<file path="config.mk">
export PLATFORM = sky130hd
export DESIGN_NAME = reservation_station_flat
export DESIGN_NICKNAME = d
export VERILOG_FILES = /design/src/rtl/rs_pkg.sv /design/src/rtl/reservation_station_if.sv /design/src/rtl/rs_oldest_ready_select.sv /design/src/rtl/reservation_station.sv /design/src/flat_wrapper.sv
export SDC_FILE = /design/constraint.sdc
export NUM_CORES = 2
export LEC_CHECK = 0
export ABC_AREA = 1
export BUFFER_PORTS_ARGS = -buffer_cell sky130_fd_sc_hd__buf_2
export CAP_MARGIN = 20
export CORE_MARGIN = 10
export CORE_UTILIZATION = 47
export CTS_BUF_LIST = sky130_fd_sc_hd__clkbuf_16
export CTS_CLUSTER_DIAMETER = 30
export DETAILED_ROUTE_END_ITERATION = 12
export PLACE_DENSITY = 0.66
export REMOVE_ABC_BUFFERS = 1
export SYNTH_ARGS = -nofsm -noshare
export SYNTH_HDL_FRONTEND = slang
export SYNTH_HIERARCHICAL = 1
export SYNTH_SLANG_ARGS = --single-unit
</file>
<file path="constraint.sdc">
create_clock -name clk_i -period 5.9 [get_ports clk_i]
set_clock_uncertainty 0.2 [all_clocks]
set_input_delay 1.77 -clock clk_i [delete_from_list [all_inputs] [get_ports clk_i]]
set_output_delay 1.77 -clock clk_i [all_outputs]
set_load 0.03 [all_outputs]
</file>
<file path="src/rtl/rs_pkg.sv">
// Shared types for the reservation station: entry layout, widths, command-bit
// positions (common with decode) and the operand wakeup helper.
package rs_pkg;

  localparam int CMD_W = 10;
  localparam int VAL_W = 65;
  localparam int TAG_W = 4;

  localparam int MEMWRITE      = 0;
  localparam int MEMTOREG      = 1;
  localparam int ALUOP_LO      = 2;
  localparam int ALUOP_HI      = 4;
  localparam int REGWRITE      = 5;
  localparam int NEEDTOFORWARD = 6;
  localparam int LEFTSHIFT     = 7;
  localparam int SAVECOND      = 8;
  localparam int READEN        = 9;

  typedef struct packed {
    logic             valid;
    logic [TAG_W-1:0] destTag;
    logic [TAG_W-1:0] tag1;
    logic [VAL_W-1:0] val1;
    logic [TAG_W-1:0] tag2;
    logic [VAL_W-1:0] val2;
    logic [CMD_W-1:0] cmd;
  } rs_entry_t;

  // Tag 0 means "value present", so it can never be matched by a broadcast.
  function automatic rs_entry_t rs_wake(input rs_entry_t e, input logic cv,
                                        input logic [TAG_W-1:0] ct,
                                        input logic [VAL_W-1:0] cval);
    rs_entry_t w;
    w = e;
    if (cv && (e.tag1 != '0) && (e.tag1 == ct)) begin
      w.tag1 = '0;
      w.val1 = cval;
    end
    if (cv && (e.tag2 != '0) && (e.tag2 == ct)) begin
      w.tag2 = '0;
      w.val2 = cval;
    end
    return w;
  endfunction

endpackage

</file>
<file path="src/rtl/reservation_station_if.sv">
// Decode write port, completion broadcast and FU issue handshake of one RS.
// master = surrounding pipeline (decode, CDB, FU); slave = the station.
interface reservation_station_if #(
  parameter int RSsize     = 4,
  parameter int ROBsizeLog = 4
);
  localparam int cntW = $clog2(RSsize + 1);

  logic                  writeEn_i;
  logic [ROBsizeLog-1:0] ROBTag_i;
  logic [ROBsizeLog-1:0] ROBTag1_i;
  logic [ROBsizeLog-1:0] ROBTag2_i;
  logic [64:0]           ROBval1_i;
  logic [64:0]           ROBval2_i;
  logic [9:0]            commands_i;
  logic                  stall_o;
  logic                  completionValid_i;
  logic [ROBsizeLog-1:0] completionTag_i;
  logic [64:0]           completionVal_i;
  logic                  issueValid_o;
  logic                  issueReady_i;
  logic [ROBsizeLog-1:0] issueTag_o;
  logic [64:0]           issueOp1_o;
  logic [64:0]           issueOp2_o;
  logic [9:0]            issueCommands_o;
  logic [cntW-1:0]       occupancy_o;

  modport master (
    output writeEn_i, ROBTag_i, ROBTag1_i, ROBTag2_i, ROBval1_i, ROBval2_i,
           commands_i, completionValid_i, completionTag_i, completionVal_i,
           issueReady_i,
    input  stall_o, issueValid_o, issueTag_o, issueOp1_o, issueOp2_o,
           issueCommands_o, occupancy_o
  );

  modport slave (
    input  writeEn_i, ROBTag_i, ROBTag1_i, ROBTag2_i, ROBval1_i, ROBval2_i,
           commands_i, completionValid_i, completionTag_i, completionVal_i,
           issueReady_i,
    output stall_o, issueValid_o, issueTag_o, issueOp1_o, issueOp2_o,
           issueCommands_o, occupancy_o
  );
endinterface

</file>
<file path="src/rtl/rs_oldest_ready_select.sv">
// Priority pick of the lowest-index (oldest) ready slot: one-hot grant,
// binary index and an any-ready flag.
module rs_oldest_ready_select #(
  parameter int N     = 4,
  parameter int IDX_W = (N > 1) ? $clog2(N) : 1
) (
  input  logic [N-1:0]     ready_i,
  output logic [N-1:0]     grant_o,
  output logic [IDX_W-1:0] idx_o,
  output logic             any_o
);

  assign grant_o = ready_i & (~ready_i + 1'b1);
  assign any_o   = |ready_i;

  always_comb begin
    idx_o = '0;
    for (int i = N - 1; i >= 0; i--) begin
      if (ready_i[i]) idx_o = IDX_W'(i);
    end
  end

endmodule

</file>
<file path="src/rtl/reservation_station.sv">
// Collapsing-queue reservation station: slot 0 is always the oldest entry.
// Optional macro RS_FLUSH_EN adds a flush_i squash input.
module reservation_station
  import rs_pkg::*;
#(
  parameter int RSsize     = 4,
  parameter int ROBsizeLog = TAG_W
) (
  input  logic clk_i,
  input  logic reset_i,
`ifdef RS_FLUSH_EN
  input  logic flush_i,
`endif
  reservation_station_if.slave rs
);

  localparam int cntW  = $clog2(RSsize + 1);
  localparam int IDX_W = (RSsize > 1) ? $clog2(RSsize) : 1;

  rs_entry_t        entries_q [RSsize];
  rs_entry_t        entries_d [RSsize];
  rs_entry_t        woken_ext [RSsize+1];
  rs_entry_t        new_raw, new_entry, presented;
  logic [cntW-1:0]  count_q, count_d, wslot;
  logic [RSsize-1:0] ready_vec, grant;
  logic [IDX_W-1:0] sel_idx;
  logic             any_ready, flush, stall, issue_valid, fire, accept;

`ifdef RS_FLUSH_EN
  assign flush = flush_i;
`else
  assign flush = 1'b0;
`endif

  // Extra always-empty tail slot lets the shift read "slot i+1" uniformly.
  generate
    for (genvar gi = 0; gi < RSsize; gi++) begin : g_slot
      assign ready_vec[gi] = entries_q[gi].valid && (entries_q[gi].tag1 == '0)
                             && (entries_q[gi].tag2 == '0);
      assign woken_ext[gi] = rs_wake(entries_q[gi], rs.completionValid_i,
                                     rs.completionTag_i, rs.completionVal_i);
    end
  endgenerate
  assign woken_ext[RSsize] = '0;

  rs_oldest_ready_select #(.N(RSsize), .IDX_W(IDX_W)) u_select (
    .ready_i (ready_vec),
    .grant_o (grant),
    .idx_o   (sel_idx),
    .any_o   (any_ready)
  );

  always_comb begin
    new_raw         = '0;
    new_raw.valid   = 1'b1;
    new_raw.destTag = rs.ROBTag_i;
    new_raw.tag1    = rs.ROBTag1_i;
    new_raw.val1    = rs.ROBval1_i;
    new_raw.tag2    = rs.ROBTag2_i;
    new_raw.val2    = rs.ROBval2_i;
    new_raw.cmd     = rs.commands_i;
  end
  assign new_entry = rs_wake(new_raw, rs.completionValid_i, rs.completionTag_i,
                             rs.completionVal_i);

  // Stall looks only at registered occupancy; decode gates its enable with it.
  assign stall       = (count_q == cntW'(RSsize));
  assign issue_valid = any_ready && !flush;
  assign fire        = issue_valid && rs.issueReady_i;
  assign accept      = rs.writeEn_i && !stall && !flush;
  assign wslot       = fire ? (count_q - 1'b1) : count_q;

  always_comb begin
    presented = '0;
    for (int i = 0; i < RSsize; i++) begin
      if (grant[i]) presented = presented | entries_q[i];
    end
  end

  always_comb begin
    for (int i = 0; i < RSsize; i++) begin
      if (fire && (i >= int'(sel_idx))) entries_d[i] = woken_ext[i+1];
      else                               entries_d[i] = woken_ext[i];
      if (accept && (cntW'(i) == wslot)) entries_d[i] = new_entry;
      if (flush) entries_d[i].valid = 1'b0;
    end
  end

  always_comb begin
    count_d = count_q;
    if (accept && !fire)      count_d = count_q + 1'b1;
    else if (fire && !accept) count_d = count_q - 1'b1;
    if (flush) count_d = '0;
  end

  always_ff @(posedge clk_i) begin
    if (reset_i) begin
      count_q <= '0;
      for (int i = 0; i < RSsize; i++) entries_q[i] <= '0;
    end else begin
      count_q <= count_d;
      for (int i = 0; i < RSsize; i++) entries_q[i] <= entries_d[i];
    end
  end

  assign rs.stall_o         = stall;
  assign rs.issueValid_o    = issue_valid;
  assign rs.issueTag_o      = presented.destTag;
  assign rs.issueOp1_o      = presented.val1;
  assign rs.issueOp2_o      = presented.val2;
  assign rs.issueCommands_o = presented.cmd;
  assign rs.occupancy_o     = count_q;

endmodule

</file>
<file path="src/flat_wrapper.sv">
// flat-port wrapper written by rule: the top's interface ports become plain ports
module reservation_station_flat import rs_pkg::*;
#(
  parameter int RSsize     = 4,
  parameter int ROBsizeLog = TAG_W
)
  (clk_i, reset_i, rs_writeEn_i, rs_ROBTag_i, rs_ROBTag1_i, rs_ROBTag2_i, rs_ROBval1_i, rs_ROBval2_i, rs_commands_i, rs_completionValid_i, rs_completionTag_i, rs_completionVal_i, rs_issueReady_i, rs_stall_o, rs_issueValid_o, rs_issueTag_o, rs_issueOp1_o, rs_issueOp2_o, rs_issueCommands_o, rs_occupancy_o);
  reservation_station_if #(.RSsize(RSsize), .ROBsizeLog(ROBsizeLog)) rs_i ();
  input  logic clk_i;
  input  logic reset_i;
  input wire logic [$bits(rs_i.writeEn_i)-1:0] rs_writeEn_i;
  input wire logic [$bits(rs_i.ROBTag_i)-1:0] rs_ROBTag_i;
  input wire logic [$bits(rs_i.ROBTag1_i)-1:0] rs_ROBTag1_i;
  input wire logic [$bits(rs_i.ROBTag2_i)-1:0] rs_ROBTag2_i;
  input wire logic [$bits(rs_i.ROBval1_i)-1:0] rs_ROBval1_i;
  input wire logic [$bits(rs_i.ROBval2_i)-1:0] rs_ROBval2_i;
  input wire logic [$bits(rs_i.commands_i)-1:0] rs_commands_i;
  input wire logic [$bits(rs_i.completionValid_i)-1:0] rs_completionValid_i;
  input wire logic [$bits(rs_i.completionTag_i)-1:0] rs_completionTag_i;
  input wire logic [$bits(rs_i.completionVal_i)-1:0] rs_completionVal_i;
  input wire logic [$bits(rs_i.issueReady_i)-1:0] rs_issueReady_i;
  output wire logic [$bits(rs_i.stall_o)-1:0] rs_stall_o;
  output wire logic [$bits(rs_i.issueValid_o)-1:0] rs_issueValid_o;
  output wire logic [$bits(rs_i.issueTag_o)-1:0] rs_issueTag_o;
  output wire logic [$bits(rs_i.issueOp1_o)-1:0] rs_issueOp1_o;
  output wire logic [$bits(rs_i.issueOp2_o)-1:0] rs_issueOp2_o;
  output wire logic [$bits(rs_i.issueCommands_o)-1:0] rs_issueCommands_o;
  output wire logic [$bits(rs_i.occupancy_o)-1:0] rs_occupancy_o;
  assign rs_i.writeEn_i = rs_writeEn_i;
  assign rs_i.ROBTag_i = rs_ROBTag_i;
  assign rs_i.ROBTag1_i = rs_ROBTag1_i;
  assign rs_i.ROBTag2_i = rs_ROBTag2_i;
  assign rs_i.ROBval1_i = rs_ROBval1_i;
  assign rs_i.ROBval2_i = rs_ROBval2_i;
  assign rs_i.commands_i = rs_commands_i;
  assign rs_i.completionValid_i = rs_completionValid_i;
  assign rs_i.completionTag_i = rs_completionTag_i;
  assign rs_i.completionVal_i = rs_completionVal_i;
  assign rs_i.issueReady_i = rs_issueReady_i;
  assign rs_stall_o = rs_i.stall_o;
  assign rs_issueValid_o = rs_i.issueValid_o;
  assign rs_issueTag_o = rs_i.issueTag_o;
  assign rs_issueOp1_o = rs_i.issueOp1_o;
  assign rs_issueOp2_o = rs_i.issueOp2_o;
  assign rs_issueCommands_o = rs_i.issueCommands_o;
  assign rs_occupancy_o = rs_i.occupancy_o;
  reservation_station #(.RSsize(RSsize), .ROBsizeLog(ROBsizeLog)) u_core (.clk_i(clk_i), .reset_i(reset_i), .rs(rs_i));
endmodule
</file>
**Word-level counts from Yosys, hierarchy flattened**

Memory sizes are Yosys's and may differ from the RTL's.
Cells that the tools add are included.

- Flip-flop bits (word level): 3
- RAM bits: 612
- Word-level logic and storage cells: 130
- Memories: 1

- Add/sub/neg operators: 3
- $lt $le $gt $ge: 3
- Equality and inequality tests: 14
- Mux-type cells: 36
- Bitwise logic cells: 9
- Reduce and logical (&&, ||, !) cells: 63

Memory list:

| name | words | bits a word | read ports | clocked after Yosys merged registers in | write ports | line | source |
|---|---|---|---|---|---|---|---|
| u_core.entries_q | 4 | 153 | 4 | 0 | 4 | reservation_station.sv:20 | `rs_entry_t entries_q [RSsize];` |

Operators with widths:

| kind | count |
|---|---|
| $mux W153 | 12 |
| $mux W69 | 10 |
| $mux W152 | 4 |
| $or A152 B152 Y152 | 3 |
| $eq A4 B4 Y1 | 10 |
| $reduce_bool A4 Y1 | 10 |
| $logic_and A1 B1 Y1 | 39 |
| $logic_not A4 Y1 | 8 |
| $mux W3 | 3 |
| $mux W2 | 4 |
| $eq A2 B3 Y1 const A | 2 |
| $add A4 B1 Y4 const B | 1 |
| $and A4 B4 Y4 | 1 |
| $ge A1 B2 Y1 const A | 2 |
| $not A4 Y4 | 1 |
| $or A1 B1 Y1 | 4 |
| $reduce_or A4 Y1 | 1 |
| $add A3 B1 Y3 const B | 1 |
| $eq A1 B3 Y1 const A | 1 |
| $eq A3 B3 Y1 const B | 1 |
| $logic_not A1 Y1 | 3 |
| $logic_not A3 Y1 | 1 |
| $mux W1 | 3 |
| $sub A3 B1 Y3 const B | 1 |
| 2 further kinds | 2 |

**Logic depth before layout (Yosys ltp)**

An unclocked memory read counts as a cell.

- Depth in word-level cells: 14
- Depth in mapped cells: 19

**Hierarchy**

The synthesis kept the hierarchy.

Modules (own cells, without submodules):

| module | times used | cells an instance | area each (um2) |
|---|---|---|---|
| reservation_station | 1 | 7,039 | 40,157.3 |
| rs_oldest_ready_select | 1 | 15 | 65.1 |

**Least setup slack after synthesis**

Ideal clock, no wire load.

- Path type: register to output
- Start: mem u_core/entries_q[3][75] (netlist bit)
- End: out rs_issueOp2_o[10]
- Arrival: 2.124 ns
- Slack: 1.806 ns
- Cell stages (with the launch flop): 11
- Buffers on the path: 3
- Path through: dfxtp_1 > nor2_1 > nand3_1 > nor3b_1 > nand2_1 > nor2_1 > clkbuf_1 > clkbuf_1 > buf_1 > nand2_1 > o2111ai_1

RTL lines:

| element | line | source |
|---|---|---|
| start, declared | reservation_station.sv:20 |  |
| end, declared | flat_wrapper.sv:26 | `output wire logic [$bits(rs_i.issueOp2_o)-1:0] rs_issueOp2_o;` |

==> impl.org <==
** Status
- The flow ran to the end, and the final reports show no timing, DRC or antenna violations.

** Clock network
- In this run the number of H-tree levels came out at 4.
- Clock Path Buffers :: 3
- Clock tree root buffer cell :: sky130_fd_sc_hd__clkbuf_16
- Clock slew at the register clock pins of the worst setup and hold paths :: 0.04 ns
- CTS sink count :: just over 600
- Clock tree from TritonCTS :: yes
- Hold repair after CTS inserted 0 buffers.
- For the worst-skew pair, the clock arrives at the later sink with an insertion delay of 0.76 ns.
- Post-cts repair resize count :: 0
- In this run the post-CTS setup repair buffer count came out at 0.
- Inserted Clock Buffers :: 167

** Min path
- Worst Hold Path EP :: u_core/entries_q[3][151]
- The path class of the tightest hold or removal check is reg -> reg.
- The worst hold path was traced through 2 stages.
- Start point of the worst hold path :: u_core/entries_q[3][151]

** Setup path
- Startpoint-to-endpoint class of the critical path :: reg -> out
- Count of cells along the worst register-to-register path :: 15
- R2R Path End :: u_core/entries_q[0][91]
- Delay-heaviest family, CP :: simple AND/OR/NAND/NOR gates
- The signal on the critical path passes through nor2_1 -> nand3_1 -> nor3b_1 -> nand2_1 -> inv_6 -> buf_4 -> nand2_1 -> nand4_1 -> buf_2.
- The worst setup path is launched from a flip-flop.
- Reg2Reg Launch Point :: u_core/entries_q[1][146]
- For the worst setup path, the data required time is 3.93 ns.
- The worst setup path is captured at an output port.
- Crit path buf inv count :: 3
- Reg-to-reg setup timing slack :: between 1 and 1.5 ns
- Cell repeated most along the worst path :: sky130_fd_sc_hd__nand2_1
- Worst-path maximum fanout :: 33
- Highest-delay cell along the critical path :: sky130_fd_sc_hd__nor3b_1
- Largest stage delay on the critical path :: 0.57 ns
- Critical path data arrival time :: 3.66 ns

** Floorplanning
- Die Y-Extent :: between 300 and 400 um
- 375 I/O pins were placed.
- In this run the core area contains ~110 standard-cell rows.
- For this configuration, the core starts out at a cell density of 47.3%.
- The floorplan step defined a die boundary enclosing 97700 sq um.
- Std-Cell Core Area :: approximately 85000 sq um
- Horiz. Die Dim :: 313 um

** Routing
- Post-Route WL :: 189 mm
- After the first detailed-routing iteration, the DRC count stood at 7212.
- DRT antenna net count :: 0
- In the routed layout, each cell is associated on average with a via count of 5.95.
- Router iterations before antenna repair :: 8
- Via count of the routed design :: 50300
- After detailed routing, the number of remaining DRC violations is 0.
- Average routed wire per standard cell :: 22.4 um

** Flow run
- Across the run, the number of max-cap violations was 0.

** Cells and area
- Fill cell count :: 8684
- The library cell used most frequently in the layout, excluding fill and tap cells, is sky130_fd_sc_hd__nand2_1.
- Final Instance Area :: 48200 sq um
- From synthesis to final layout, the design area changed by 19.9%.
- Cells with a size suffix above 1 make up 10.6% of the layout.
- The library cells used most frequently in the layout, excluding fill and tap cells, are 3064 x sky130_fd_sc_hd__nand2_1, 1091 x sky130_fd_sc_hd__nand3_1, 615 x sky130_fd_sc_hd__dfxtp_1.
- Number of nets in the layout :: ~7400
- Leaving out filler cells and counting taps, the final layout contains 8451.

** Pwr
- Final Total Pwr :: 0.0271 W
- Leak :: 24.0 nW
- Switching share of power :: a little under half
- Power spent charging and discharging nets :: 0.0126 W
- Of the total power, combinational logic draws between 40% and 50%.
- VDD sags by at most around 0.00064 V.
- Internal cell power :: around 0.015 W
- Pwr Density :: 562 nW/um^2
- Of the total power, the clock network draws 34.2%.
- Of the total power, registers draw 21.4%.

** Logic synthesis
- Number of register bits inferred by synthesis :: 615
- Post-synthesis sequential area ratio :: 30.6%
- The cell count after synthesis came out at between 7000 and 8000.
- After synthesis, the mean cell area works out to between 5 and 6 sq um.
- Synthesis instantiated 38 different standard cells from the library.
- In this run the cell area of the synthesized design comes to 40200 sq um.
- Count of synthesis-stage warnings from yosys :: 6

** GRT
- Number of antenna violations at the first check in global routing :: 16
- Global-route usage over all layers :: 36.8%
- Overflow left after global routing :: 0
- Pin count of the biggest net entering global routing :: 145
- The first global-routing pass estimated ~280 mm of wire.
- The number of global-route vias before repair was 47400.

** STA
- Summed over all failing endpoints, the final setup total negative slack is 0 ns.
- After layout, the worst setup slack is 0.274 ns.
- For the pin with the worst max-slew slack, the measured transition is around 1.3 ns.
- Setup violations remaining at the end of the flow were counted as 0.
- Final cycle utilization of the critical path :: 95.4%
- Max-slew violation total from the final report :: 0
- Final Hold Fails :: 0
- Fmax :: 178 MHz
- Setup repair after global routing left no endpoint under its margin.
- Headroom to the max-slew limit came out at 15.9%.
- The clock period could shrink to 5.63 ns.

** Place
- Counting tap cells, the placed design contains a total of 8137 instances.
- Summing all placed instances gives a cell area of 42400 sq um.
- Routability-driven placement finished with a final weighted congestion of 0.895.
- The count of buffers added on input and output ports is 374.
- Setup WS pre-CTS :: 1.14 ns
- Detailed placement ended at an HPWL of 103 mm.
==> sequential cells by signal, indices dropped and copies added, names as in the netlist <==
signal,count
u_core/rs.occupancy_o,3
u_core/entries_q,612
==> power by group through the flow <==
stage               logic [W]  registers (W)  clock network, W
floorplan             0.00679        0.00570                 0
global placement       0.0114        0.00582                 0
detailed placement     0.0115        0.00583                 0
CTS                    0.0115        0.00577           0.00928
global route           0.0127        0.00590           0.00954
finish                 0.0120        0.00579           0.00927
==> through the flow <==
step           hold WS [ns]  utilization, %
2_1_floorplan         0.243               -
3_3_place_gp          0.266            49.9
3_5_place_dp          0.265            49.9
4_1_cts               0.272            56.7
5_1_grt               0.290            56.7
6_report              0.273            56.7
==> cell usage after synthesis, drive strengths merged <==
cell,count,area (sq um)
a211oi,1,7.51
nor3,5,40.0
o211ai,2,15.0
ha,4,50.1
nand2,3074,11600
nor2,361,1480
a31oi,45,282
nand3b,4,30.0
nor3b,3,22.5
o21ai,225,1130
o2111ai,4,35.0
clkbuf,212,796
dfxtp,615,12300
nand3,1102,5570
xor2,1,8.76
buf,310,1670
a21oi,192,961
and2,1,6.26
inv,544,2040
clkinv,1,3.75
and3b,1,8.76
nand4,340,2130
xnor2,3,26.3
o21bai,1,7.51
o22ai,3,18.8
==> logic make-up (layout without fill, tap and decap cells) <==
group	Yosys count	in the layout	synth area share, %
and+or+nand+nor	4891	4891	51.8
buffers and inverters	1067	1312	11.2
DFF	615	615	30.6
AOI/OAI and AO/OA	473	473	6.11
adders and majority gates	4	4	0.124
xor gates and xnor gates	4	4	0.0871
other	0	8	0
==> per-layer routing <==
metal,global-route usage (%),routed length (um),up-vias
met1,46.1,70700,22700
met4,20.7,11100,14
li1,-,-,23000
met2,56.3,80300,3735
met5,0,81,-
met3,10.4,26800,861
==> how the worst max path moves through the flow <==
stage | startpoint | endpoint | slack (ns) | cells after the start
after floorplan | u_core/entries_q[0][78] | u_core/entries_q[1][11] | -3.99 | 16
after global placement | rs_issueReady_i | u_core/entries_q[0][94] | 1.20 | 12
after detailed placement | rs_issueReady_i | u_core/entries_q[0][85] | 1.14 | 12
after CTS | u_core/entries_q[1][146] | rs_issueOp1_o[10] | 0.41 | 9
after global routing | u_core/entries_q[1][146] | rs_issueOp1_o[14] | 0.24 | 9
final | u_core/entries_q[1][146] | rs_issueOp1_o[18] | 0.27 | 9
==> area by class of cell <==
| cell class | instances | area (sq um) | area share, % |
|---|---|---|---|
| multi-input cells | 5372 | 23600 | 49.0 |
| flip-flops and latches | 615 | 12300 | 25.5 |
| clock buffers | 169 | 4230 | 8.77 |
| repair buffers | 462 | 3020 | 6.27 |
| inverters | 545 | 2060 | 4.27 |
| clock inverters | 136 | 1540 | 3.20 |
| well taps | 1144 | 1430 | 2.97 |
| diodes | 8 | 20.0 | 0.0415 |
==> tightest hold or removal path, stage by stage, from the launching register on <==
cell,delay [ns]
sky130_fd_sc_hd__dfxtp_1,0.31
sky130_fd_sc_hd__nand2_1,0.06
sky130_fd_sc_hd__a21oi_1,0.05
No activity file was read; power rests on OpenSTA's default activity.
